$ cat src/rtl/b64bit_sub_pkg.sv
// Shared defaults, derived sizes and FSM state type for the sequential subtractor.
package b64bit_sub_pkg;

    localparam int SUB_WIDTH   = 64;
    localparam int SUB_SLICE_W = 16;
    localparam int SUB_NS      = SUB_WIDTH / SUB_SLICE_W;

    // Slice-index width; kept at least 1 bit so a single-slice build still has a counter.
    function automatic int idx_width(input int ns);
        return (ns > 1) ? $clog2(ns) : 1;
    endfunction

    localparam int SUB_IDX_W = idx_width(SUB_NS);

    typedef enum logic [1:0] {
        IDLE = 2'd0,
        RUN  = 2'd1,
        DONE = 2'd2
    } sub_state_e;

endpackage

$ cat src/rtl/sub16_slice.sv
// Combinational SLICE_W-bit subtract with borrow-in/borrow-out.
module sub16_slice #(
    parameter int SLICE_W = 16
) (
    input  logic [SLICE_W-1:0] a,
    input  logic [SLICE_W-1:0] b,
    input  logic               bin,
    output logic [SLICE_W-1:0] d,
    output logic               bout
);
    logic [SLICE_W:0] res;

    // One extra bit: its MSB is set exactly when a - b - bin goes negative.
    assign res       = {1'b0, a} - {1'b0, b} - {{SLICE_W{1'b0}}, bin};
    assign {bout, d} = res;

endmodule

$ cat src/rtl/b64bit_seq_subtractor.sv
// Multi-cycle WIDTH-bit subtractor: A - B - b_in, one SLICE_W slice per clock,
// LSB slice first, behind valid/ready handshakes on both sides.
// Optional feature macro: SUB_OVF_EN adds the signed-overflow output ovf.
import b64bit_sub_pkg::*;

module b64bit_seq_subtractor #(
    parameter int WIDTH   = SUB_WIDTH,
    parameter int SLICE_W = SUB_SLICE_W
) (
    input  logic             clk,
    input  logic             rst,
    input  logic             in_valid,
    output logic             in_ready,
    input  logic [WIDTH-1:0] A,
    input  logic [WIDTH-1:0] B,
    input  logic             b_in,
    output logic             out_valid,
    input  logic             out_ready,
    output logic [WIDTH-1:0] diff,
    output logic             b_out
`ifdef SUB_OVF_EN
    ,
    output logic             ovf
`endif
);
    localparam int NS    = WIDTH / SLICE_W;
    localparam int IDX_W = idx_width(NS);

    sub_state_e                   state, state_nxt;
    logic [NS-1:0][SLICE_W-1:0]   a_q, b_q, diff_q;
    logic [IDX_W-1:0]             idx;
    logic                         borrow;
    logic [SLICE_W-1:0]           d_sl;
    logic                         borrow_nxt;
    logic                         last;

    assign last = (idx == IDX_W'(NS - 1));
    assign diff = diff_q;

    // The single slice subtractor walks the captured operands under idx.
    sub16_slice #(.SLICE_W(SLICE_W)) u_slice (
        .a    (a_q[idx]),
        .b    (b_q[idx]),
        .bin  (borrow),
        .d    (d_sl),
        .bout (borrow_nxt)
    );

    // State register.
    always_ff @(posedge clk or posedge rst) begin
        if (rst) state <= IDLE;
        else     state <= state_nxt;
    end

    // Next state and handshake outputs; DONE only releases, never captures.
    always_comb begin
        state_nxt = state;
        in_ready  = 1'b0;
        out_valid = 1'b0;
        case (state)
            IDLE: begin
                in_ready = 1'b1;
                if (in_valid) state_nxt = RUN;
            end
            RUN: begin
                if (last) state_nxt = DONE;
            end
            DONE: begin
                out_valid = 1'b1;
                if (out_ready) state_nxt = IDLE;
            end
            default: state_nxt = IDLE;
        endcase
    end

    // Operand capture and slice-by-slice borrow ripple; results hold outside RUN.
    always_ff @(posedge clk or posedge rst) begin
        if (rst) begin
            a_q    <= '0;
            b_q    <= '0;
            diff_q <= '0;
            idx    <= '0;
            borrow <= 1'b0;
            b_out  <= 1'b0;
        end else begin
            case (state)
                IDLE: begin
                    if (in_valid) begin
                        a_q    <= A;
                        b_q    <= B;
                        borrow <= b_in;
                        idx    <= '0;
                    end
                end
                RUN: begin
                    diff_q[idx] <= d_sl;
                    borrow      <= borrow_nxt;
                    idx         <= last ? '0 : idx + 1'b1;
                    if (last) b_out <= borrow_nxt;
                end
                default: ;
            endcase
        end
    end

`ifdef SUB_OVF_EN
    // Signed overflow: operand signs differ and the result sign departs from A's.
    always_ff @(posedge clk or posedge rst) begin
        if (rst) begin
            ovf <= 1'b0;
        end else if (state == RUN && last) begin
            ovf <= (a_q[NS-1][SLICE_W-1] != b_q[NS-1][SLICE_W-1]) &&
                   (d_sl[SLICE_W-1] != a_q[NS-1][SLICE_W-1]);
        end
    end
`endif

endmodule

$ cat config.mk
export PLATFORM = sky130hd
export DESIGN_NAME = b64bit_seq_subtractor
export DESIGN_NICKNAME = d
export VERILOG_FILES = /design/src/rtl/b64bit_sub_pkg.sv /design/src/rtl/sub16_slice.sv /design/src/rtl/b64bit_seq_subtractor.sv
export SDC_FILE = /design/constraint.sdc
export NUM_CORES = 1
export LEC_CHECK = 0
export CAP_MARGIN = 20
export CELL_PAD_IN_SITES_DETAIL_PLACEMENT = 1
export CELL_PAD_IN_SITES_GLOBAL_PLACEMENT = 1
export CORE_MARGIN = 1.5
export CORE_UTILIZATION = 39
export DETAILED_ROUTE_END_ITERATION = 12
export GPL_TIMING_DRIVEN = 0
export PLACE_DENSITY_LB_ADDON = 0.1
export SLEW_MARGIN = 20
export SYNTH_ARGS = -nofsm -noshare
export SYNTH_HDL_FRONTEND = slang
export SYNTH_SLANG_ARGS = --single-unit
$ cat constraint.sdc
create_clock -name clk -period 7.8 [get_ports clk]
set_input_delay 1.56 -clock clk [delete_from_list [all_inputs] [get_ports clk]]
set_output_delay 1.56 -clock clk [all_outputs]
set_load 0.005 [all_outputs]
==> results.tsv <==
metric	value	unit
clockBufferDepth	2	
syn_area_per_cell	9.35	µm²
cts.reportedPaths.clkPinSlew	0.08	ns
crit_arrival	4.80	ns
postRouteAntennaNets	0	
yosysMostFrequentCell	nand2_1	
synth_top_area_cell	dfrtp_1	
cts_root_buffer	clkbuf_16	
core_area	23300	µm²
critPathLaunchType	flip-flop	
path_class	flip-flop to flip-flop	
drt_first_iter_violations	282	
outcome	completed	
drive_above_1_share	6.23	%
drc	0	
stdcell_area	12200	µm²
first_pass_iters	4	
nets	1375	
postSynthCellCount	988	
crit_chain	buf_6, buf_1, mux4_2, inv_1, fa_1, inv_1, fa_1, nand2b_1, a31o_2, a211o_1, a21oi_1, xor2_1, o21ai_0	
yosysWarnings	0	
multi_input_area	3880	µm²
place_area	11700	µm²
cts-buffers-inserted	17	
gp_congestion	0.826	
synth_flop_cell	dfrtp_1	
setup_ws	3.30	ns
hpwlAfterDp	21000	µm
die_h	157	µm
seq_area_frac_synth	53.7	%
place_worst_setup_slack	3.26	ns
grt_pass1_wl	43500	µm
hold_viol_final	0	
clock_latency	0.44	ns
die_w	157	µm
num_rows	56	
fin_crit_sh	57.7	%
insertedDiodeCount	0	
critical-path-slowest-cell	buf_1	
htreeDepth	4	
placed_cells_incl_taps	1508	
setup_viol	0	
cp-end-kind	flip-flop	
cts_tree	built	
die_area	24600	µm²
fmax	222	MHz
grt_max_degree	88	
synth_nets	1155	
skew	0.0125	ns
synth_top_cell_area_share	53.7	%
wire_per_inst	17.8	µm
fin_util	52.5	%
synth_seq_cells	198	
worstPathMaxFanout	10	
viasPerCell	4.89	
hold_path_class	flip-flop to flip-flop	
ys_async_sr_fraction	100	%
synth_cell_types	37	
start_util	39.6	%
syn-cell-area	9230	µm²
synth_top_cells_by_area	dfrtp_1 54%, nand2_1 19%, mux4_2 7.8%, ha_1 4.3%, o21ai_0 3.4%	
antenna_found_initial	0	
synth_edf_count	0	
seq_area	4950	µm²
critPathRequiredTime	8.10	ns
maxSlewViolCount	0	
pin_count	200	
slowest_delay	0.73	ns
grt-ovfl-total	0	
cts_sinks	198	
worst_slew_pin_slew	0.960	ns
num_vias	7532	
wl	27400	µm
area_delta_synth_final	32.5	%
rsz0062_at_grt	false	
ys_top_cells_by_count	461 x nand2_1, 198 x dfrtp_1, 63 x o21ai_0	
final_cells	1539	
cts_resized	0	
port_buffers	199	
postCtsSetupBuffers	0	
cts_hold_buf	0	
cap_violations	0	
layout_min_cycle_time	4.50	ns
grt_usage	23.6	%
grt_pass1_vias	7908	
fill_cells	2694	
slew_headroom	36.0	%
## flip-flops by register name (all words and copies together) (netlist names)
name and cells:
a_q 64, b_q 64, diff 64, idx 2, state 2, b_out 1
borrow 1
## cells in the final DEF, fill, tap and decap left out, types with 3 or more instances in the layout
master	n
nand3_1	6
or4_1	4
and3_1	9
ha_1	32
o21ai_0	63
a21o_1	3
inv_8	3
xor2_1	9
nand2_1	461
inv_1	47
clkbuf_1	48
xnor2_1	4
buf_1	4
nand2b_1	4
clkdlybuf4s50_1	199
nor2_1	4
mux4_2	32
a311oi_1	3
clkinv_4	5
mux2_2	4
dfrtp_1	198
and4_1	3
nor3_1	5
a21oi_1	17
clkbuf_16	17
and2_1	3
## cell families (layout without fill, tap and decap cells)
kind of cell / Yosys count / count (layout) / synth area share, %
AND/OR/NAND/NOR: 504 / 504 / 21.6
flip-flops: 198 / 198 / 53.7
buffers and inverters: 102 / 334 / 4.31
AO/OA/AOI/OAI: 101 / 101 / 6.11
multiplexers: 36 / 36 / 8.29
adder cells (fa/ha/maj): 34 / 34 / 4.77
XOR/XNOR: 13 / 13 / 1.23
## critical path, delay by kind of cell (launching register included)
kind	cells	cell delay [ns]
compound gates	4	0.91
xor+xnor	1	0.51
fa+ha+maj	2	0.60
buf+inv	4	1.08
flops	1	0.43
mux	1	0.64
simple gates	1	0.18
## worst paths after layout
kind	startpoint	endpoint	slack [ns]	cells after the start
setup / recovery	idx[0]	diff[58]	3.30	13
hold / removal	a_q[39]	a_q[39]	0.47	2
setup reg to reg	idx[0]	diff[58]	3.30	13
hold reg to reg	a_q[39]	a_q[39]	0.47	2
max in group asynchronous	rst	a_q[34]	5.61	3
min in group asynchronous	rst	diff[10]	1.47	2
## per-layer routing
layer	vias up	track usage (%)	wire [µm]
met3	31	4.07	985
met5	-	0	0
met1	3688	32.0	12800
met2	183	39.1	13200
met4	0	6.58	511
li1	3630	-	-
## final cells by class
| type | count | share of cell area, % |
|---|---|---|
| clock buffer | 18 | 3.51 |
| buffer | 54 | 1.79 |
| clock inverter | 13 | 0.981 |
| inverter | 48 | 1.53 |
| timing repair buffer | 201 | 16.7 |
| multi-input combinational | 688 | 31.7 |
| sequential | 198 | 40.5 |
| tap | 319 | 3.26 |
## through the flow
| step | setup TNS (ns) | hold WS (ns) |
|---|---|---|
| floorplan | 0 | 0.440 |
| global placement | -387.21 | 0.453 |
| detailed placement | 0 | 0.458 |
| CTS | 0 | 0.475 |
| global route | 0 | 0.494 |
| finish | 0 | 0.472 |
Power is not shown: default switching activity piles up to over one toggle a cycle in this logic, so the estimate is an artifact.
